<file path="src/rtl/pool_stream_kxk.sv">
// Streaming KxK, stride-K pooling unit.
// Pixels arrive one per beat in row-major order. A line buffer keeps one
// partial result per output column. One pooled value is emitted per window.
// Max pooling is always built. Defining POOL_AVG_EN adds average pooling,
// which is selected per frame by pool_mode.
module pool_stream_kxk #(
  parameter int DATA_W = 16,
  parameter int K      = 2,
  parameter int IMG_W  = 24,
  parameter int IMG_H  = 24
) (
  input  logic              clk,
  input  logic              rst,
  input  logic              clr,
  input  logic              pool_mode,
  input  logic              in_valid,
  output logic              in_ready,
  input  logic [DATA_W-1:0] in_data,
  output logic              out_valid,
  input  logic              out_ready,
  output logic [DATA_W-1:0] out_data,
  output logic              out_last
);

  localparam int LOG2K = $clog2(K);
`ifdef POOL_AVG_EN
  localparam int ACC_W = DATA_W + 2 * LOG2K;
`else
  localparam int ACC_W = DATA_W;
`endif
  localparam int NB  = IMG_W / K;
  localparam int CW  = $clog2(IMG_W);
  localparam int RW  = $clog2(IMG_H);
  localparam int BIW = (NB > 1) ? $clog2(NB) : 1;

  // Reject geometries the counters and window decode cannot handle.
  generate
    if ((K < 2) || (K > 8) || ((K & (K - 1)) != 0)) begin : g_bad_k
      $error("pool_stream_kxk: K must be a power of two in 2..8");
    end
    if ((IMG_W % K) != 0) begin : g_bad_w
      $error("pool_stream_kxk: IMG_W must be a multiple of K");
    end
    if ((IMG_H % K) != 0) begin : g_bad_h
      $error("pool_stream_kxk: IMG_H must be a multiple of K");
    end
  endgenerate

  logic [CW-1:0]     col_q, col_d;
  logic [RW-1:0]     row_q, row_d;
  logic              out_valid_q, out_valid_d;
  logic [DATA_W-1:0] out_data_q, out_data_d;
  logic              out_last_q, out_last_d;

  logic [ACC_W-1:0]  buf_mem [NB];
  logic              buf_we_s;
  logic [ACC_W-1:0]  buf_wdata_s;
  logic [BIW-1:0]    idx_s;
  logic [ACC_W-1:0]  entry_s;
  logic [ACC_W-1:0]  pix_ext_s;
  logic signed [ACC_W-1:0] comb_s;
  logic [DATA_W-1:0] result_s;

  logic hs_s;
  logic col_last_s;
  logic row_last_s;
  logic win_first_s;
  logic win_last_s;
  logic frame_first_s;
  logic frame_end_s;
  logic mode_s;

  assign in_ready  = !out_valid_q | out_ready;
  assign out_valid = out_valid_q;
  assign out_data  = out_data_q;
  assign out_last  = out_last_q;

  assign hs_s          = in_valid & in_ready;
  assign col_last_s    = (col_q == CW'(IMG_W - 1));
  assign row_last_s    = (row_q == RW'(IMG_H - 1));
  assign win_first_s   = (col_q[LOG2K-1:0] == {LOG2K{1'b0}}) && (row_q[LOG2K-1:0] == {LOG2K{1'b0}});
  assign win_last_s    = (&col_q[LOG2K-1:0]) && (&row_q[LOG2K-1:0]);
  assign frame_first_s = (col_q == {CW{1'b0}}) && (row_q == {RW{1'b0}});
  assign frame_end_s   = col_last_s && row_last_s;

  assign idx_s     = BIW'(col_q >> LOG2K);
  assign entry_s   = buf_mem[idx_s];
  assign pix_ext_s = {{(ACC_W - DATA_W){in_data[DATA_W-1]}}, in_data};

`ifdef POOL_AVG_EN
  logic mode_q, mode_d;
  assign mode_s = mode_q;

  // Frame mode register: captured with the first pixel of each frame.
  always_ff @(posedge clk or posedge rst) begin
    if (rst) begin
      mode_q <= 1'b0;
    end else begin
      mode_q <= mode_d;
    end
  end

  // Next frame mode: only the (0,0) handshake reloads it; clr leaves it alone.
  always_comb begin
    mode_d = mode_q;
    if (!clr && hs_s && frame_first_s) begin
      mode_d = pool_mode;
    end else begin
      mode_d = mode_q;
    end
  end

  // Combine the incoming pixel with the column entry and form the result.
  always_comb begin
    comb_s   = $signed(entry_s);
    result_s = entry_s[DATA_W-1:0];
    if (mode_s) begin
      comb_s   = $signed(entry_s) + $signed(pix_ext_s);
      result_s = DATA_W'(comb_s >>> (2 * LOG2K));
    end else begin
      if ($signed(pix_ext_s) > $signed(entry_s)) begin
        comb_s = $signed(pix_ext_s);
      end else begin
        comb_s = $signed(entry_s);
      end
      result_s = comb_s[DATA_W-1:0];
    end
  end
`else
  logic unused_mode_s;
  assign unused_mode_s = pool_mode;
  assign mode_s        = 1'b0;

  // Max-only combine: keep the larger of pixel and column entry.
  always_comb begin
    comb_s   = $signed(entry_s);
    result_s = entry_s;
    if (!mode_s && ($signed(pix_ext_s) > $signed(entry_s))) begin
      comb_s = $signed(pix_ext_s);
    end else begin
      comb_s = $signed(entry_s);
    end
    result_s = comb_s[DATA_W-1:0];
  end
`endif

  // Next-state for counters, output register and line-buffer write.
  always_comb begin
    col_d       = col_q;
    row_d       = row_q;
    out_valid_d = out_valid_q;
    out_data_d  = out_data_q;
    out_last_d  = out_last_q;
    buf_we_s    = 1'b0;
    buf_wdata_s = comb_s;
    if (clr) begin
      col_d       = {CW{1'b0}};
      row_d       = {RW{1'b0}};
      out_valid_d = 1'b0;
    end else begin
      if (out_ready) begin
        out_valid_d = 1'b0;
      end else begin
        out_valid_d = out_valid_q;
      end
      if (hs_s) begin
        if (col_last_s) begin
          col_d = {CW{1'b0}};
          if (row_last_s) begin
            row_d = {RW{1'b0}};
          end else begin
            row_d = row_q + RW'(1);
          end
        end else begin
          col_d = col_q + CW'(1);
          row_d = row_q;
        end
        if (win_last_s) begin
          // Finished window goes straight to the output; entry is not written back.
          out_valid_d = 1'b1;
          out_data_d  = result_s;
          out_last_d  = frame_end_s;
        end else if (win_first_s) begin
          // First pixel of a window overwrites stale contents, so no buffer init is needed.
          buf_we_s    = 1'b1;
          buf_wdata_s = pix_ext_s;
        end else begin
          buf_we_s    = 1'b1;
          buf_wdata_s = comb_s;
        end
      end else begin
        col_d = col_q;
        row_d = row_q;
      end
    end
  end

  // State registers; reset drops any pending result at once.
  always_ff @(posedge clk or posedge rst) begin
    if (rst) begin
      col_q       <= {CW{1'b0}};
      row_q       <= {RW{1'b0}};
      out_valid_q <= 1'b0;
      out_data_q  <= {1'b1, {(DATA_W - 1){1'b0}}};
      out_last_q  <= 1'b0;
    end else begin
      col_q       <= col_d;
      row_q       <= row_d;
      out_valid_q <= out_valid_d;
      out_data_q  <= out_data_d;
      out_last_q  <= out_last_d;
    end
  end

  // Line buffer: one partial window result per output column, no reset needed.
  always_ff @(posedge clk) begin
    if (buf_we_s) begin
      buf_mem[idx_s] <= buf_wdata_s;
    end
  end

endmodule

</file>
<file path="config.mk">
export PLATFORM = sky130hd
export DESIGN_NAME = pool_stream_kxk
export DESIGN_NICKNAME = d
export VERILOG_FILES = /design/src/rtl/pool_stream_kxk.sv
export SDC_FILE = /design/constraint.sdc
export NUM_CORES = 1
export LEC_CHECK = 0
export BUFFER_PORTS_ARGS = -buffer_cell sky130_fd_sc_hd__buf_4
export CAP_MARGIN = 20
export CELL_PAD_IN_SITES_DETAIL_PLACEMENT = 1
export CELL_PAD_IN_SITES_GLOBAL_PLACEMENT = 1
export CORE_MARGIN = 2
export CORE_UTILIZATION = 53
export DETAILED_ROUTE_END_ITERATION = 16
export HOLD_SLACK_MARGIN = 0.05
export PLACE_DENSITY = 0.8
export SETUP_SLACK_MARGIN = 0.1
export SLEW_MARGIN = 20
export SYNTH_ARGS = -nofsm -noshare
export SYNTH_HDL_FRONTEND = slang
export SYNTH_SLANG_ARGS = --single-unit
export TNS_END_PERCENT = 5
</file>
<file path="constraint.sdc">
create_clock -name clk -period 4.7 [get_ports clk]
set_input_delay 0.47 -clock clk [delete_from_list [all_inputs] [get_ports clk]]
set_output_delay 0.47 -clock clk [all_outputs]
set_load 0.01 [all_outputs]
</file>
After elaboration in Yosys (flattened, before gate mapping)

Memory sizes are Yosys's and may differ from the RTL's.
Index checks and enable logic that the tools add are counted.

Eq/ne operators: 2
Bitwise logic cells: 5
Mux-type cells: 21
$add $sub $neg: 2
Reductions and logical operators: 8
$lt $le $gt $ge: 1

Operator list:

| kind                                         | count |
|---|---|
| two-way mux 16 bit                           | 5 |
| two-way mux 5 bit                            | 7 |
| greater-than comparator 16 bit               | 1 |
| adder 5 x 1 -> 5 bit (second input constant) | 2 |
| equality test 5 bit (second input constant)  | 2 |
| two-way mux 1 bit                            | 9 |
| nonzero test 2 bit                           | 2 |
| logical AND 1 bit                            | 3 |
| inverter 1 bit                               | 3 |
| AND reduction 3 bit                          | 1 |
| AND reduction 2 bit                          | 1 |
| AND 1 bit                                    | 1 |
| logical NOT 1 bit                            | 1 |
| bitwise OR 1 bit                             | 1 |

Bits in registers: 28
Memories kept: 1
Output and inout bits: 19
Logic and storage cells: 45
Input bits: 22
Memory bits (writable): 192

Memories:

| name    | depth | bits a word | read ports | clocked after memory_dff | wr ports | RTL line | text |
|---|---|---|---|---|---|---|---|
| buf_mem | 12    | 16          | 1          | 0                        | 1        | 55       | `logic [ACC_W-1:0] buf_mem [NB];` |

Depth between registers and ports, before layout

Gate-level depths: netlist (run 1).

Word-level depth: 7
Depth in mapped cells: 16
Gate-level depth less buffers: 11

Least setup slack after synthesis (run 1)

Ideal clock, no wire load.

Kind: register to register
Start point: reg col_q[1]
End point: mem buf_mem[0][10] (netlist name) (data pin)
Data arrival time: 3.619 ns
Period minus slack after synthesis: 3.891 ns
Setup slack: 0.809 ns
Required time: 4.427 ns
Buffers on the path: 4
Stages on the path, launching flop included: 16
Setup time: 0.273 ns
Path through: dfrtp_1 buf_2 buf_2 mux4_2 nand2_1 o21ai_0 inv_1 ha_1 a21oi_1 o21a_1 o21bai_1 or4_1 buf_6 o211ai_4 buf_12 mux2_4

Cells in the longest elaborated chain, start to end: 7

RTL lines:

| item                           | RTL line | text |
|---|---|---|
| from (decl)                    | 49       | `logic [CW-1:0] col_q, col_d;` |
| from (signal assigned)         | 201      | `col_q <= {CW{1'b0}};` |
| from (signal assigned)         | 207      | `col_q <= col_d;` |
| memory read (12 x 16 bit) (*)  | n/a      |  |
| greater-than comparator 16 bit | 138      | `if (!mode_s && ($signed(pix_ext_s) > $signed(entry_s))) begin` |
| two-way mux 16 bit (*)         | 138      |  |
| two-way mux 16 bit             | 183      | `end else if (win_first_s) begin` |
| two-way mux 16 bit             | 178      | `if (win_last_s) begin` |
| two-way mux 16 bit             | 166      | `if (hs_s) begin` |
| two-way mux 16 bit (*)         | 156      | `if (clr) begin` |
| net buf_wdata_s[10]            | 57       | `logic [ACC_W-1:0] buf_wdata_s;` |
| to (decl)                      | 55       |  |

Mark *: on every way through the listed nets, which the timed path passes. The rest lies on a longest branch.

Worst setup path after layout (run 1)

Start point: reg col_q[1]
End point: mem buf_mem[6][0] (netlist name) (data pin)

Same word-level chain as after synthesis.

==> impl_metrics.env, run 1 <==
export IMPL_final_layout_size_suffix_gt1_share_pct=29.2
export IMPL_ir_worst_vdd_uv=286
export IMPL_die_y_um=139
export IMPL_synthDistinctLibCells=52
export IMPL_ant_nets=0
export IMPL_synth_ff_type="edfxtp_1"
export IMPL_synth_top_area_share_pct=60.1
export IMPL_yosysSeqAreaShare_pct=67.4
export IMPL_start_util_pct=53.8
export IMPL_total_leakage_power_nw=3.79
export IMPL_clk_latency_ns=0.50
export IMPL_insertedDiodeCount=0
export IMPL_wl_um=22800
export IMPL_max_clock_path_buffers=3
export IMPL_die_area_um2=19200
export IMPL_io_buffers=39
export IMPL_viasPerCell=6.20
export IMPL_setup_viol=0
export IMPL_nets=685
export IMPL_power_w=0.00431
export IMPL_cts_root_buf="clkbuf_16"
export IMPL_synthCells=576
export IMPL_grt_pass1_wl_um=35500
export IMPL_core_area_um2=17800
export IMPL_cp_max_fo=16
export IMPL_hold_viol=0
export IMPL_cts_reportedPaths_clkPinSlew_ns=0.06
export IMPL_synth_edf_count=192
export IMPL_syn_avg_cell_area_um2=16.7
export IMPL_maxSlewHeadroom_pct=41.6
export IMPL_final_max_slew_viol_count=0
export IMPL_synth_area_um2=9590
export IMPL_rrSetupSlack_ns=0.42
export IMPL_die_w_um=139
export IMPL_area_growth_pct=15.1
export IMPL_dr_total_vias=5510
export IMPL_synth_area_top_cells="edfxtp_1, mux4_2, dfrtp_1"
export IMPL_rr_worst_depth=13
export IMPL_hold_buffers=0
export IMPL_grt_overflow=0
export IMPL_maxCapViolations=0
export IMPL_row_count=49
export IMPL_grt_usage_pct=24.3
export IMPL_drcViolationCount=0
export IMPL_reg2reg_from="col_q[1]"
export IMPL_grt_max_degree=34
export IMPL_drt_initial_drc_count=448
export IMPL_async_reset_ff_share_pct=12.7
export IMPL_cts_max_level=1
export IMPL_required_ns=4.91
export IMPL_grt_pass1_vias=5919
export IMPL_finalSetupTns_ns=0
export IMPL_ys_ff_latch=220
export IMPL_outcome="complete, no violations"
export IMPL_gp_congestion=0.786
export IMPL_setup_worst_path_start_class="flip-flop"
export IMPL_max_clock_freq_ghz=0.233
export IMPL_n_fill_cell=1583
export IMPL_ios=41
export IMPL_worstSetupPathType="reg -> reg"
export IMPL_tightest_slew_ns=0.876
export IMPL_rsz0062_at_grt="false"
export IMPL_worstHoldPathType="in -> async"
export IMPL_syn_num_nets=616
export IMPL_cts_tree="done"
export IMPL_fin_crit_sh_pct=91.2
export IMPL_ys_warn_count=0
export IMPL_cts_sinks=220
export IMPL_wl_per_cell_um=25.7
export IMPL_period_needed_ns=4.28
export IMPL_dp_hpwl_um=14700
export IMPL_antenna_found_initial=0
export IMPL_r2r_end="buf_mem[6][0]"
export IMPL_numCtsBuffers=22
export IMPL_critPathArrivalTime_ns=4.49
export IMPL_yosysTopAreaCell="edfxtp_1"
export IMPL_drt_first_pass_iters=5
export IMPL_skew_ns=0.0143
export IMPL_pwr_density_cell_nw_per_um2=390
export IMPL_crit_path_end_kind="flip-flop"
==> report_power, final <==
group	leakage [nW]	internal (W)	total, W	switching [W]
combinational	1.37	0.000191	0.000478	0.000286
sequential	2.10	0.00222	0.00223	0.0000138
clock	0.317	0.000895	0.00160	0.000702
==> state kept, by name (all words and copies together), names as in the netlist <==
register / count
out_data: 16
out_valid: 1
row_q: 5
col_q: 5
out_last: 1
buf_mem: 192
==> how the worst max path moves through the flow <==
stage | start | end | slack, ns | cells after the start
after floorplan | col_q[1] | buf_mem[0][10] | 0.81 | 15
after global placement | col_q[1] | buf_mem[6][0] | 0.19 | 13
after detailed placement | col_q[1] | buf_mem[6][0] | 0.07 | 13
after CTS | col_q[1] | buf_mem[6][0] | 0.28 | 13
after global routing | col_q[1] | buf_mem[5][0] | 0.19 | 13
final | col_q[1] | buf_mem[6][0] | 0.42 | 13
==> stage by stage <==
stage          hold WS, ns  cell area [um2]  util, %  worst slack (ns)  cells
2_1_floorplan        0.506             9590        -             0.809    576
3_3_place_gp         0.494            10400     58.0             0.187    848
3_5_place_dp         0.520            10400     58.0            0.0693    848
4_1_cts              0.227            11000     61.7             0.275    888
5_1_grt             0.0871            11000     61.9             0.190    889
6_report            0.0483            11000     61.9             0.416    889
==> synthesized netlist by cell type, types with 2 or more instances <==
library cell / instances
edfxtp_1: 192
mux4_2: 48
o21ai_0: 35
nor2_1: 33
nand2_1: 28
dfrtp_1: 27
clkbuf_1: 18
ha_1: 18
mux2i_1: 18
inv_1: 17
a31oi_1: 16
o211ai_1: 16
a21oi_1: 12
nor2b_1: 12
mux2_4: 10
buf_2: 7
mux2_2: 7
nor3_1: 6
and2b_1: 5
nand4_1: 5
nand3_1: 4
buf_4: 3
nand2b_1: 3
and2_1: 2
buf_6: 2
nand4b_1: 2
nor3_2: 2
nor4_1: 2
or3_1: 2
xor2_1: 2
==> critical path, cell delays in order, from the launching register on <==
cell	delay (ns)
dfrtp_4	0.57
buf_4	0.26
mux4_2	0.52
nand2_1	0.08
o21ai_0	0.23
inv_1	0.14
ha_1	0.26
a21oi_1	0.17
o21a_1	0.14
o21bai_1	0.16
or4_1	0.63
o211ai_4	0.12
buf_12	0.20
mux2_2	0.47
==> cell type report <==
class	count	area [um2]	share of cell area, %
clock inverter	10	51.3	0.465
timing repair buffer	78	631	5.71
sequential	220	6470	58.6
multi-input combinational	306	2930	26.6
clock buffer	29	598	5.42
inverter	17	63.8	0.578
tap	229	287	2.60
==> timing repair <==
item	CTS	global route
pin swaps	1	0
buffers inserted	1	1
endpoints found under the setup margin	169	72
resized for setup	0	1
==> layout by cell type (no fill, tap or decap), drive strengths merged, types with 3 or more instances in the layout <==
cell,synthesis,final
ha,18,18
a31oi,16,16
nor2b,12,12
a21oi,12,12
mux2,17,17
nand4,6,6
o21ai,35,35
nand2,28,28
nor4,3,3
inv,17,17
edfxtp,192,192
and2b,5,5
nor2,34,34
dfrtp,27,27
clkinv,0,9
nor3,8,8
mux2i,18,18
nand2b,3,3
o211ai,17,17
nand3,4,4
mux4,48,48
buf,14,78
clkbuf,19,29
==> logic make-up (layout without fill, tap and decap cells) <==
kind of cell / count (synthesis) / count (layout) / synth area share (%)
DFF: 220 / 220 / 67.4
and+or+nand+nor: 116 / 116 / 6.37
AOI/OAI and AO/OA: 87 / 87 / 5.62
muxes: 83 / 83 / 15.5
buffers and inverters: 50 / 134 / 2.50
adders and majority gates: 18 / 18 / 2.35
xor gates and xnor gates: 2 / 2 / 0.183
==> routing by layer <==
layer  wire length [um]  GRT usage, %
met4                716          8.32
met3               1600          4.43
met2              11200          40.5
met5                  0             0
met1               9320          32.6
Note: power is estimated with default switching activity, not from simulation.
==> run 2: changes to the inputs <==
Settings changed: CORE_UTILIZATION 53 to 45, PLACE_DENSITY 0.8 to 0.7.
==> impl_metrics.env, run 2 (synthesis results as in run 1) <==
export IMPL_viasPerCell=5.60
export IMPL_cts_root_buf="clkbuf_16"
export IMPL_largest_register="buf_mem"
export IMPL_grt_pass1_vias=5597
export IMPL_hold_buffers=0
export IMPL_area_growth_pct=16.2
export IMPL_tightest_slew_ns=0.859
export IMPL_cts_max_level=1
export IMPL_drt_first_pass_iters=5
export IMPL_dr_total_vias=5222
export IMPL_critPathArrivalTime_ns=4.49
export IMPL_ant_nets=0
export IMPL_pwr_density_cell_nw_per_um2=404
export IMPL_final_common_cell="edfxtp_1"
export IMPL_max_clock_freq_ghz=0.234
export IMPL_dp_hpwl_um=14100
export IMPL_maxCapViolations=0
export IMPL_final_layout_size_suffix_gt1_share_pct=29.2
export IMPL_wl_um=21000
export IMPL_fin_crit_sh_pct=91.0
export IMPL_wl_per_cell_um=22.5
export IMPL_drt_initial_drc_count=368
export IMPL_total_leakage_power_nw=3.81
export IMPL_row_count=53
export IMPL_die_area_um2=22500
export IMPL_outcome="complete, no violations"
export IMPL_setup_viol=0
export IMPL_required_ns=4.91
export IMPL_setup_worst_path_start_class="flip-flop"
export IMPL_cts_reportedPaths_clkPinSlew_ns=0.06
export IMPL_numCtsBuffers=23
export IMPL_power_w=0.00450
export IMPL_nets=681
export IMPL_largest_reg_flops=192
export IMPL_max_clock_path_buffers=3
export IMPL_crit_path_end_kind="flip-flop"
export IMPL_grt_overflow=0
export IMPL_ctsResizeCount=0
export IMPL_cts_setup_buffers=0
export IMPL_hold_viol=0
export IMPL_skew_ns=0.0224
export IMPL_finalSetupTns_ns=0
export IMPL_start_util_pct=45.8
export IMPL_cts_tree="done"
export IMPL_grt_max_degree=34
export IMPL_worstSetupPathType="reg -> reg"
export IMPL_core_area_um2=21000
export IMPL_io_buffers=39
export IMPL_worstHoldPathType="in -> async"
export IMPL_ir_worst_vdd_uv=209
export IMPL_rsz0062_at_grt="false"
export IMPL_layout_common_cells="edfxtp_1, buf_4, mux4_2"
export IMPL_die_w_um=150
export IMPL_n_fill_cell=1998
export IMPL_antenna_found_initial=0
export IMPL_gp_congestion=0.764
export IMPL_seq_area_um2=6470
export IMPL_grt_usage_pct=19.5
export IMPL_clk_latency_ns=0.51
export IMPL_cp_max_fo=12
export IMPL_drcViolationCount=0
export IMPL_cts_sinks=220
export IMPL_final_max_slew_viol_count=0
export IMPL_maxSlewHeadroom_pct=42.7
export IMPL_die_y_um=150
export IMPL_multiInputGateArea_um2=2920
export IMPL_ios=41
export IMPL_grt_pass1_wl_um=33000
export IMPL_insertedDiodeCount=0
export IMPL_period_needed_ns=4.28
run 2: final cells by class:
type                       count  share of cell area [%]
clock inverter                18                    1.57
sequential                   220                    58.1
clock buffer                  24                    5.20
multi-input combinational    306                    26.2
inverter                      17                   0.573
tap                          275                    3.09
timing repair buffer          73                    5.26
run 2: per-layer routing:
layer	track usage (%)	wire length, um
met1	26.2	8870
met2	34.1	10800
met3	2.38	1010
met4	4.20	278
met5	0	0
run 2: report_power, final:
part           total [W]  internal [W]  leakage, nW  switching (W)
clock            0.00181       0.00107        0.370       0.000744
combinational   0.000459      0.000185         1.34       0.000274
sequential       0.00223       0.00222         2.10     0.00000986
run 2: worst max-delay path: stages, from the launching register on:
cell and delay [ns]:
dfrtp_1 0.81, buf_4 0.36, mux2i_1 0.11, o21ai_0 0.34, inv_1 0.11, ha_1 0.33, a41o_1 0.22, a21oi_1 0.20
nor3_2 0.11, or4_1 0.55, o211ai_4 0.15, buf_4 0.21, mux2_2 0.45
run 2: through the flow:
| stage | instance area [um2] | cells | setup WS, ns | hold WS (ns) | utilization (%) |
|---|---|---|---|---|---|
| 2_1_floorplan | 9590 | 576 | 0.809 | 0.506 | - |
| 3_3_place_gp | 10400 | 891 | 0.507 | 0.495 | 49.6 |
| 3_5_place_dp | 10400 | 891 | 0.428 | 0.501 | 49.6 |
| 4_1_cts | 11100 | 933 | 0.395 | 0.233 | 53.2 |
| 5_1_grt | 11100 | 933 | 0.190 | 0.0802 | 53.2 |
| 6_report | 11100 | 933 | 0.423 | 0.0403 | 53.2 |
run 2: final timing paths:
path,slack (ns),from,endpoint,cells after the start
min in group clk,0.24,clr,col_q[4],2
max in group asynchronous,4.20,rst,col_q[1],2
hold reg to reg,0.50,out_data[15],out_data[15],2
setup reg to reg,0.42,col_q[3],buf_mem[3][15],12
setup / recovery,0.42,col_q[3],buf_mem[3][15],12
hold / removal,0.04,rst,out_data[6],2
==> run 3: changes to the inputs <==
Settings changed: CELL_PAD_IN_SITES_DETAIL_PLACEMENT 1 to 2, CELL_PAD_IN_SITES_GLOBAL_PLACEMENT 1 to 2, PLACE_DENSITY 0.7 to 0.78.
==> impl_metrics.env, run 3 (synthesis results as in run 1) <==
export IMPL_cts_max_level=1
export IMPL_numCtsBuffers=24
export IMPL_max_clock_freq_ghz=0.225
export IMPL_grt_usage_pct=26.5
export IMPL_final_max_slew_viol_count=0
export IMPL_io_buffers=39
export IMPL_clk_latency_ns=0.52
export IMPL_wl_um=28600
export IMPL_worstHoldPathType="in -> async"
export IMPL_final_layout_size_suffix_gt1_share_pct=29.3
export IMPL_insertedDiodeCount=0
export IMPL_critPathArrivalTime_ns=4.65
export IMPL_cts_tree="done"
export IMPL_antenna_found_initial=0
export IMPL_core_area_um2=21000
export IMPL_internal_power_w=0.00344
export IMPL_grt_max_degree=34
export IMPL_die_w_um=150
export IMPL_dp_cells=895
export IMPL_hold_viol=0
export IMPL_crit_path_end_kind="flip-flop"
export IMPL_swShare_pct=24.4
export IMPL_total_leakage_power_nw=3.83
export IMPL_grt_pass1_wl_um=42900
export IMPL_area_growth_pct=16.4
export IMPL_skew_ns=0.0232
export IMPL_maxSlewHeadroom_pct=53.8
export IMPL_max_clock_path_buffers=3
export IMPL_setup_worst_path_start_class="flip-flop"
export IMPL_grt_overflow=0
export IMPL_largest_reg_flops=192
export IMPL_period_needed_ns=4.44
export IMPL_required_ns=4.91
export IMPL_grt_pass1_vias=6373
export IMPL_drt_initial_drc_count=475
export IMPL_largest_register="buf_mem"
export IMPL_row_count=53
export IMPL_ant_nets=0
export IMPL_ctsResizeCount=0
export IMPL_dp_hpwl_um=17800
export IMPL_nets=689
export IMPL_tightest_slew_ns=0.693
export IMPL_ir_worst_vdd_uv=216
export IMPL_dr_total_vias=5702
export IMPL_cp_max_fo=16
export IMPL_cts_reportedPaths_clkPinSlew_ns=0.07
export IMPL_pwr_share_seq_pct=49.2
export IMPL_gp_congestion=0.780
export IMPL_fin_crit_sh_pct=94.4
export IMPL_layout_common_cells="edfxtp_1, buf_4, mux4_2"
export IMPL_p_sw_w=0.00111
export IMPL_die_y_um=150
export IMPL_setup_viol=0
export IMPL_finalSetupTns_ns=0
export IMPL_start_util_pct=45.8
export IMPL_cts_sinks=220
export IMPL_wl_per_cell_um=30.5
export IMPL_clockPowerShare_pct=39.6
export IMPL_drt_first_pass_iters=5
export IMPL_rsz0062_at_grt="false"
export IMPL_die_area_um2=22500
export IMPL_pwr_density_cell_nw_per_um2=407
export IMPL_cts_root_buf="clkbuf_16"
export IMPL_final_common_cell="edfxtp_1"
export IMPL_ios=41
export IMPL_comb_power_share_pct=11.3
export IMPL_worstSetupPathType="reg -> reg"
export IMPL_viasPerCell=6.07
export IMPL_outcome="complete, no violations"
export IMPL_n_fill_cell=1855
export IMPL_drcViolationCount=0
export IMPL_maxCapViolations=0
export IMPL_final_instance_count_excl_fill=940
run 3: cell types whose count changed in the layout (fill, tap and decap cells not counted), moves of 2 or more:
cell,previous run,this run
bufinv_16,3,1
clkbuf_1,1,7
buf_4,70,77
inv_6,3,0
clkbuf_16,23,25
run 3: cell type report:
cell class | instances | area, um2 | share of cell area (%)
flip-flops and latches | 220 | 6470 | 58.0
inverters | 17 | 63.8 | 0.572
clock buffers | 32 | 652 | 5.84
well taps | 275 | 344 | 3.08
multi-input cells | 306 | 2930 | 26.2
clock inverters | 10 | 67.6 | 0.605
repair buffers | 80 | 638 | 5.72
run 3: critical path: stages (launching register included):
cell	delay (ns)
dfrtp_4	0.55
buf_4	0.21
mux4_2	0.51
mux2i_1	0.31
o21ai_0	0.25
inv_1	0.12
ha_1	0.28
a21oi_1	0.22
o21a_1	0.17
o21bai_1	0.08
or4_1	0.59
o211ai_4	0.13
buf_12	0.21
mux2_2	0.48
run 3: through the flow:
| stage | total power, W | hold slack, ns | area [um2] | util (%) | worst slack (ns) |
|---|---|---|---|---|---|
| after detailed placement | 0.00277 | 0.504 | 10400 | 49.7 | 0.200 |
| after global routing | 0.00468 | 0.0767 | 11200 | 53.3 | 0.111 |
| after floorplan | 0.00258 | 0.506 | 9590 | - | 0.809 |
| after global placement | 0.00272 | 0.496 | 10400 | 49.7 | 0.406 |
| after CTS | 0.00458 | 0.239 | 11200 | 53.3 | 0.232 |
| final | 0.00455 | 0.0424 | 11200 | 53.3 | 0.264 |
run 3: power groups by stage:
stage	combinational (W)	clock [W]	sequential, W
floorplan	0.000312	0	0.00227
global placement	0.000441	0	0.00227
detailed placement	0.000494	0	0.00228
CTS	0.000514	0.00183	0.00224
global route	0.000554	0.00189	0.00224
finish	0.000512	0.00180	0.00224
run 3: final timing paths:
check | startpoint | to | slack [ns] | cells after the start
max | col_q[1] | buf_mem[6][3] | 0.26 | 13
min | rst | out_data[5] | 0.04 | 2
max reg2reg | col_q[1] | buf_mem[6][3] | 0.26 | 13
min reg2reg | out_last | out_last | 0.51 | 1
max in group asynchronous | rst | col_q[1] | 4.19 | 2
min in group clk | clr | out_valid | 0.25 | 2
run 3: layer usage:
metal  global-route usage [%]  routed length, um  vias up
li1                         -                  -     2414
met1                     35.1              11600     3003
met2                     45.3              14500      240
met3                     4.36               1830       45
met4                     7.83                734        0
met5                        0                  0        -
run 3: timing repair:
item,4_1_cts,5_1_grt
setup buffers,3,0
setup endpoints to repair,64,0
hold buffers,0,0
